<file path="config.mk">
export PLATFORM = sky130hd
export DESIGN_NAME = boton_antirrebote
export DESIGN_NICKNAME = d
export VERILOG_FILES = /design/src/rtl/boton_antirrebote.sv
export SDC_FILE = /design/constraint.sdc
export NUM_CORES = 1
export LEC_CHECK = 0
export BUFFER_PORTS_ARGS = -buffer_cell sky130_fd_sc_hd__buf_2
export CORE_MARGIN = 2
export CORE_UTILIZATION = 45
export DETAILED_ROUTE_END_ITERATION = 8
export PLACE_DENSITY = 0.6
export SLEW_MARGIN = 10
export SYNTH_ARGS = -nofsm -noshare
export SYNTH_HDL_FRONTEND = slang
export SYNTH_SLANG_ARGS = --single-unit
</file>
<file path="constraint.sdc">
create_clock -name clk -period 2.2 [get_ports clk]
set_input_delay 0.44 -clock clk [delete_from_list [all_inputs] [get_ports clk]]
set_output_delay 0.44 -clock clk [all_outputs]
set_load 0.02 [all_outputs]
</file>
<file path="src/rtl/boton_antirrebote.sv">
// rtl/boton_antirrebote.sv - two-flop synchronizer plus counter-qualified debounce FSM
// Emits a debounced level and a one-cycle strobe on each accepted press.
module boton_antirrebote #(
   parameter int STABLE_CYCLES = 100000,
   parameter int CNT_W         = $clog2(STABLE_CYCLES)
) (
   input  logic clk,
   input  logic reset_n_i,
   input  logic boton_i,
   output logic nivel_o,
   output logic pulso_o
);

   typedef enum logic [1:0] {
      BAJO        = 2'd0,
      VALIDA_ALTO = 2'd1,
      ALTO        = 2'd2,
      VALIDA_BAJO = 2'd3
   } estado_t;

   localparam logic [CNT_W-1:0] CNT_MAX = CNT_W'(STABLE_CYCLES - 1);
   localparam logic [CNT_W-1:0] CNT_UNO = CNT_W'(1);

   logic             sync1_q, sync1_d;
   logic             sync2_q, sync2_d;
   estado_t          estado_q, estado_d;
   logic [CNT_W-1:0] cnt_q, cnt_d;
   logic             nivel_q, nivel_d;
   logic             pulso_q, pulso_d;

   always_ff @(posedge clk or negedge reset_n_i) begin
      if (!reset_n_i) begin
         sync1_q  <= 1'b0;
         sync2_q  <= 1'b0;
         estado_q <= BAJO;
         cnt_q    <= '0;
         nivel_q  <= 1'b0;
         pulso_q  <= 1'b0;
      end else begin
         sync1_q  <= sync1_d;
         sync2_q  <= sync2_d;
         estado_q <= estado_d;
         cnt_q    <= cnt_d;
         nivel_q  <= nivel_d;
         pulso_q  <= pulso_d;
      end
   end

   always_comb begin
      sync1_d  = boton_i;
      sync2_d  = sync1_q;
      estado_d = estado_q;
      cnt_d    = cnt_q;
      nivel_d  = nivel_q;
      pulso_d  = 1'b0;

      // Any sample that disagrees with the candidate level drops back to the stable state
      case (estado_q)
         BAJO: begin
            if (sync2_q) begin
               estado_d = VALIDA_ALTO;
               cnt_d    = CNT_UNO;
            end
         end
         VALIDA_ALTO: begin
            if (!sync2_q) begin
               estado_d = BAJO;
               cnt_d    = '0;
            end else if (cnt_q == CNT_MAX) begin
               estado_d = ALTO;
               cnt_d    = '0;
               nivel_d  = 1'b1;
               pulso_d  = 1'b1;
            end else begin
               cnt_d = cnt_q + CNT_UNO;
            end
         end
         ALTO: begin
            if (!sync2_q) begin
               estado_d = VALIDA_BAJO;
               cnt_d    = CNT_UNO;
            end
         end
         VALIDA_BAJO: begin
            if (sync2_q) begin
               estado_d = ALTO;
               cnt_d    = '0;
            end else if (cnt_q == CNT_MAX) begin
               estado_d = BAJO;
               cnt_d    = '0;
               nivel_d  = 1'b0;
            end else begin
               cnt_d = cnt_q + CNT_UNO;
            end
         end
         default: begin
            estado_d = BAJO;
            cnt_d    = '0;
            nivel_d  = 1'b0;
         end
      endcase
   end

   assign nivel_o = nivel_q;
   assign pulso_o = pulso_q;

endmodule

</file>
# == After elaboration in Yosys (flattened, before gate mapping) ==
# Index checks and enable logic that the tools add are counted.
# classes
addsub,1
n_eq_ne,12
n_reduce_logical,5
mux,21
# op_table
op,count
$mux W17,5
$pmux W17 S4,1
$add A17 B1 Y17 const B,1
$eq A17 B17 Y1 const B,1
$mux W2,6
$ne A2 B2 Y1 const B,6
$pmux W2 S4,1
$mux W1,7
$ne A3 B3 Y1 const B,2
$reduce_and A5 Y1,1
$eq A2 B2 Y1 const B,2
$reduce_and A4 Y1,1
$eq A2 B1 Y1 const B,1
$logic_not A2 Y1,1
$pmux W1 S2,1
$reduce_and A2 Y1,1
$reduce_bool A2 Y1,1
# totals
word_cells,45
regBits,23
output_inout_bits,2

# == Logic depth before layout (Yosys ltp) ==
# logic_depth
depth_word,4
depth_mapped,8

# == Worst setup path after synthesis ==
# No wires, ideal clock.
# synth_path
kind,register to register
startpoint,register cnt_q[5]
endpoint,register cnt_q[10]
period_less_slack_ns,1.961
path_slack_ns,0.239
path_stages_with_launch,9
t_required_ns,2.065
arrival_ns,1.826
n_path_buf,3
setup_time_ns,0.135
cell_sequence,dfrtp_1 buf_6 or4_4 nor4_4 buf_6 nor2_4 buf_6 a41oi_2 a31oi_1
# synth_via
elab_chain_len,4
elab_cells_between_ends,6
# synth_rtl
element,line,source
from (decl),27,"logic [CNT_W-1:0] cnt_q, cnt_d;"
from (signal assigned),43,cnt_q <= cnt_d;
$add A17 B1 Y17 / $eq A17 B17 Y1 (equally long branches),-,
$mux W17 *,"69, 88",
"$mux W17, on equally long branches","85, 66",
$pmux W17 S4 *,58,case (estado_q)
# Every way passes the cells marked *; elsewhere a longest branch is shown, timed or not.
# A chain may end at the register's enable or synchronous reset.

# == Final worst setup path ==
# layout_path
startpoint,register cnt_q[14]
endpoint,register cnt_q[3]
# layout_via
elab_chain_len,4
elab_cells_between_ends,5
# layout_rtl
element,line
$eq A17 B17 Y1 *,"69, 88"
$mux W17 *,"69, 88"
"$mux W17, on equally long branches","85, 66"
$pmux W17 S4 *,58
# Marked as above.

==> run summary <==
Outcome -> finished clean
Hold Crit Class -> input pin to asynchronous set/reset pin
WL per Instance -> 14.92 um
Tmin final -> 2065 ps
Die W -> 56.65 um
Slew of the pin with the lowest slew margin -> 580.3 ps
Synth Area in Compound Gates -> 0.2066
Final hold violation count -> 0
Post-synthesis sequential area ratio -> 0.4614
Synth Area per Inst -> 9.746 sq um
Maximum clock insertion buffer count -> 2
Num rows -> 19
Placer Congestion -> 0.8844
Synth area leaders -> dfrtp_1 46%, a31oi_1 6.0%, a21oi_1 4.0%
Total gr overflow -> 0
Worst setup path endpoint -> cnt_q[3]
Async S/R FF share, synth -> 1.000
Synth-to-layout area growth -> 6.219%
TNS Setup -> 0 ps
Number of DRC markers in iteration 0 -> 33
Hold slack -> 62.42 ps
Clock Latency Late Sink -> 320 ps
Core area -> 0.002686 sq mm
Critical Path Fanout Max -> 21
GR peak layer -> met2
RR Endpoint -> cnt_q[3]
CTS Buf Count -> 3
Vias in the first global route -> 975
First-pass GRT wire length -> 4374 um
Overall routed net length -> 2492 um
Setup-failing EPs final -> 0
Initial antenna violation count -> 0
Post-layout util -> 0.4932
XOR/XNOR share of the synthesized area -> 0.007021
Placed wire-length estimate -> 1782 um
Post-synthesis cell type count -> 38
Via-per-instance ratio -> 6.102
R2r worst-path depth -> 6
Total of max-cap violations -> 0
Die Y -> 56.65 um
CTS tree -> yes
Share of layout cells above drive strength 1 -> 0.1838
Starting Density -> 0.4644
WP data required -> 2420 ps
Post-synth top area share -> 0.4614
Global Route Usage Sum -> 0.1715
Met2 usage in global routing -> 0.2924
GR Util met1 -> 0.2316
Largest net degree at the start of global routing -> 24
Vias -> 1,019
RSZ-0062 raised after global routing -> no
Most common cell after layout, fill and taps aside -> dfrtp_1
Syn_nets -> 132
Clock Skew -> 6.851 ps
Post-synthesis mux area share -> 0.02006
Adder-cell share of the synthesized area -> 0.01003
Top_reg_cell synth -> dfrtp_1
Post-CTS Resized -> 0
FMAX -> 0.4843 GHz
Crit. End Element -> flop
Max-slew headroom -> 0.6117
Cell Area, Synth -> 0.001247 sq mm
Largest family of logic cells by synthesized area -> simple AND/OR/NAND/NOR gates
DRC Markers -> 0
Mapped Cells -> 128
Yosys reg bits -> 23
IO Count -> 5
WP data arrival -> 2290 ps
Reg2reg start -> cnt_q[14]
# clock sinks -> 23
# Post-CTS Setup Buffers -> 0
DRT antenna net count -> 0
Fin nets -> 141
Post-route clock period utilization -> 0.9385
Reg clk slew, reported paths -> 140 ps
Die footprint -> 0.003209 sq mm
Number of port buffers -> 4
Hold_buf cts -> 0
Post-synth EDFFs -> 0
Synthesis Warnings -> 0
Critical path origin -> cnt_q[14]
Critical path class -> flop to flop
Leading area contributor after synthesis -> dfrtp_1
Clk root buf -> clkbuf_4
CP Launch Type -> flop
ANT cells -> 0
Worst reg2reg setup slack -> 140 ps
Slew Limit Fails -> 0
H-tree levels -> 1
Leak -> 0.5440 nW
First-pass detailed-route iteration total -> 4
Most frequent cells in the layout -> 23 x dfrtp_1, 12 x a31oi_1, 11 x nand2_1, 10 x a21oi_1
PwrDens -> 850.7 mW/mm^2
Simple-Gate Fraction of Synth Area -> 0.2367
Met3 Use GR -> 0.02074
Maximum VDD drop -> 0.0004571 V
state kept, by name (all words and copies together), names as in the netlist, named ones only:
name and flops:
cnt_q 17, pulso_o 1, nivel_o 1, estado_q 1
sync1_q 1, sync2_q 1
cells in the mapped netlist, types with 2 or more instances:
library cell	instances
nand4_1	5
a21oi_1	10
a22o_1	2
a21o_1	2
nor3_1	3
inv_1	3
buf_6	4
or3_2	2
a31oi_1	12
nand3_1	8
o21ai_0	8
or2_2	2
and4_1	2
nor2_1	8
o31ai_1	2
dfrtp_1	23
nand2_1	11
worst min path at each step:
| stage | startpoint | to | slack [ps] |
|---|---|---|---|
| finish | reset_n_i | cnt_q[5] | 60 |
| global route | reset_n_i | cnt_q[5] | 110 |
| CTS | reset_n_i | cnt_q[5] | 90 |
| detailed placement | sync1_q | sync2_q | 350 |
| global placement | sync1_q | sync2_q | 330 |
| floorplan | reset_n_i | asynchronous set/reset pin | 140 |
area by class of cell:
| type | count | area, sq um |
|---|---|---|
| repair buffers | 11 | 72.57 |
| clock inverters | 1 | 5.005 |
| fillers | 252 | 1361 |
| inverters | 3 | 11.26 |
| flip-flops and latches | 23 | 575.6 |
| clock buffers | 3 | 22.52 |
| well taps | 31 | 38.79 |
| multi-input cells | 95 | 599.3 |
worst max-delay path: stages, from the launching register on:
cell     delay, ps
dfrtp_1        430
or4bb_1        540
nor4_4         340
buf_4          200
nor2_4         100
a21o_1         180
a22o_1         170
stage by stage:
stage          area (sq um)  std cells  power (W)  worst slack, ps
2_1_floorplan          1247        128  0.0008820            239.2
5_1_grt                1325        167   0.001205            42.99
3_3_place_gp           1297        163  0.0009217            226.1
6_report               1325        167   0.001127            135.2
4_1_cts                1325        167   0.001130            130.2
3_5_place_dp           1297        163  0.0009265            170.3
logic make-up after synthesis:
kind of cell | Yosys count
AOI/OAI and AO/OA | 41
xor gates and xnor gates | 1
adders and majority gates | 1
buffers and inverters | 10
DFF | 23
muxes | 2
and+or+nand+nor | 50
per-layer routing:
| metal | up-vias | routed length (um) |
|---|---|---|
| li1 | 502 | - |
| met1 | 498 | 1251 |
| met2 | 19 | 1159 |
| met3 | 0 | 81 |
| met4 | 0 | 0 |
| met5 | - | 0 |
report_power, final:
part | total, W | internal [W] | switching (W)
Combinational | 0.000392 | 0.000147 | 0.000245
Sequential | 0.000530 | 0.000466 | 0.0000638
Clock | 0.000205 | 0.0000681 | 0.000137
Total | 0.00113 | 0.000682 | 0.000446
No activity file was read; power rests on OpenSTA's default activity.
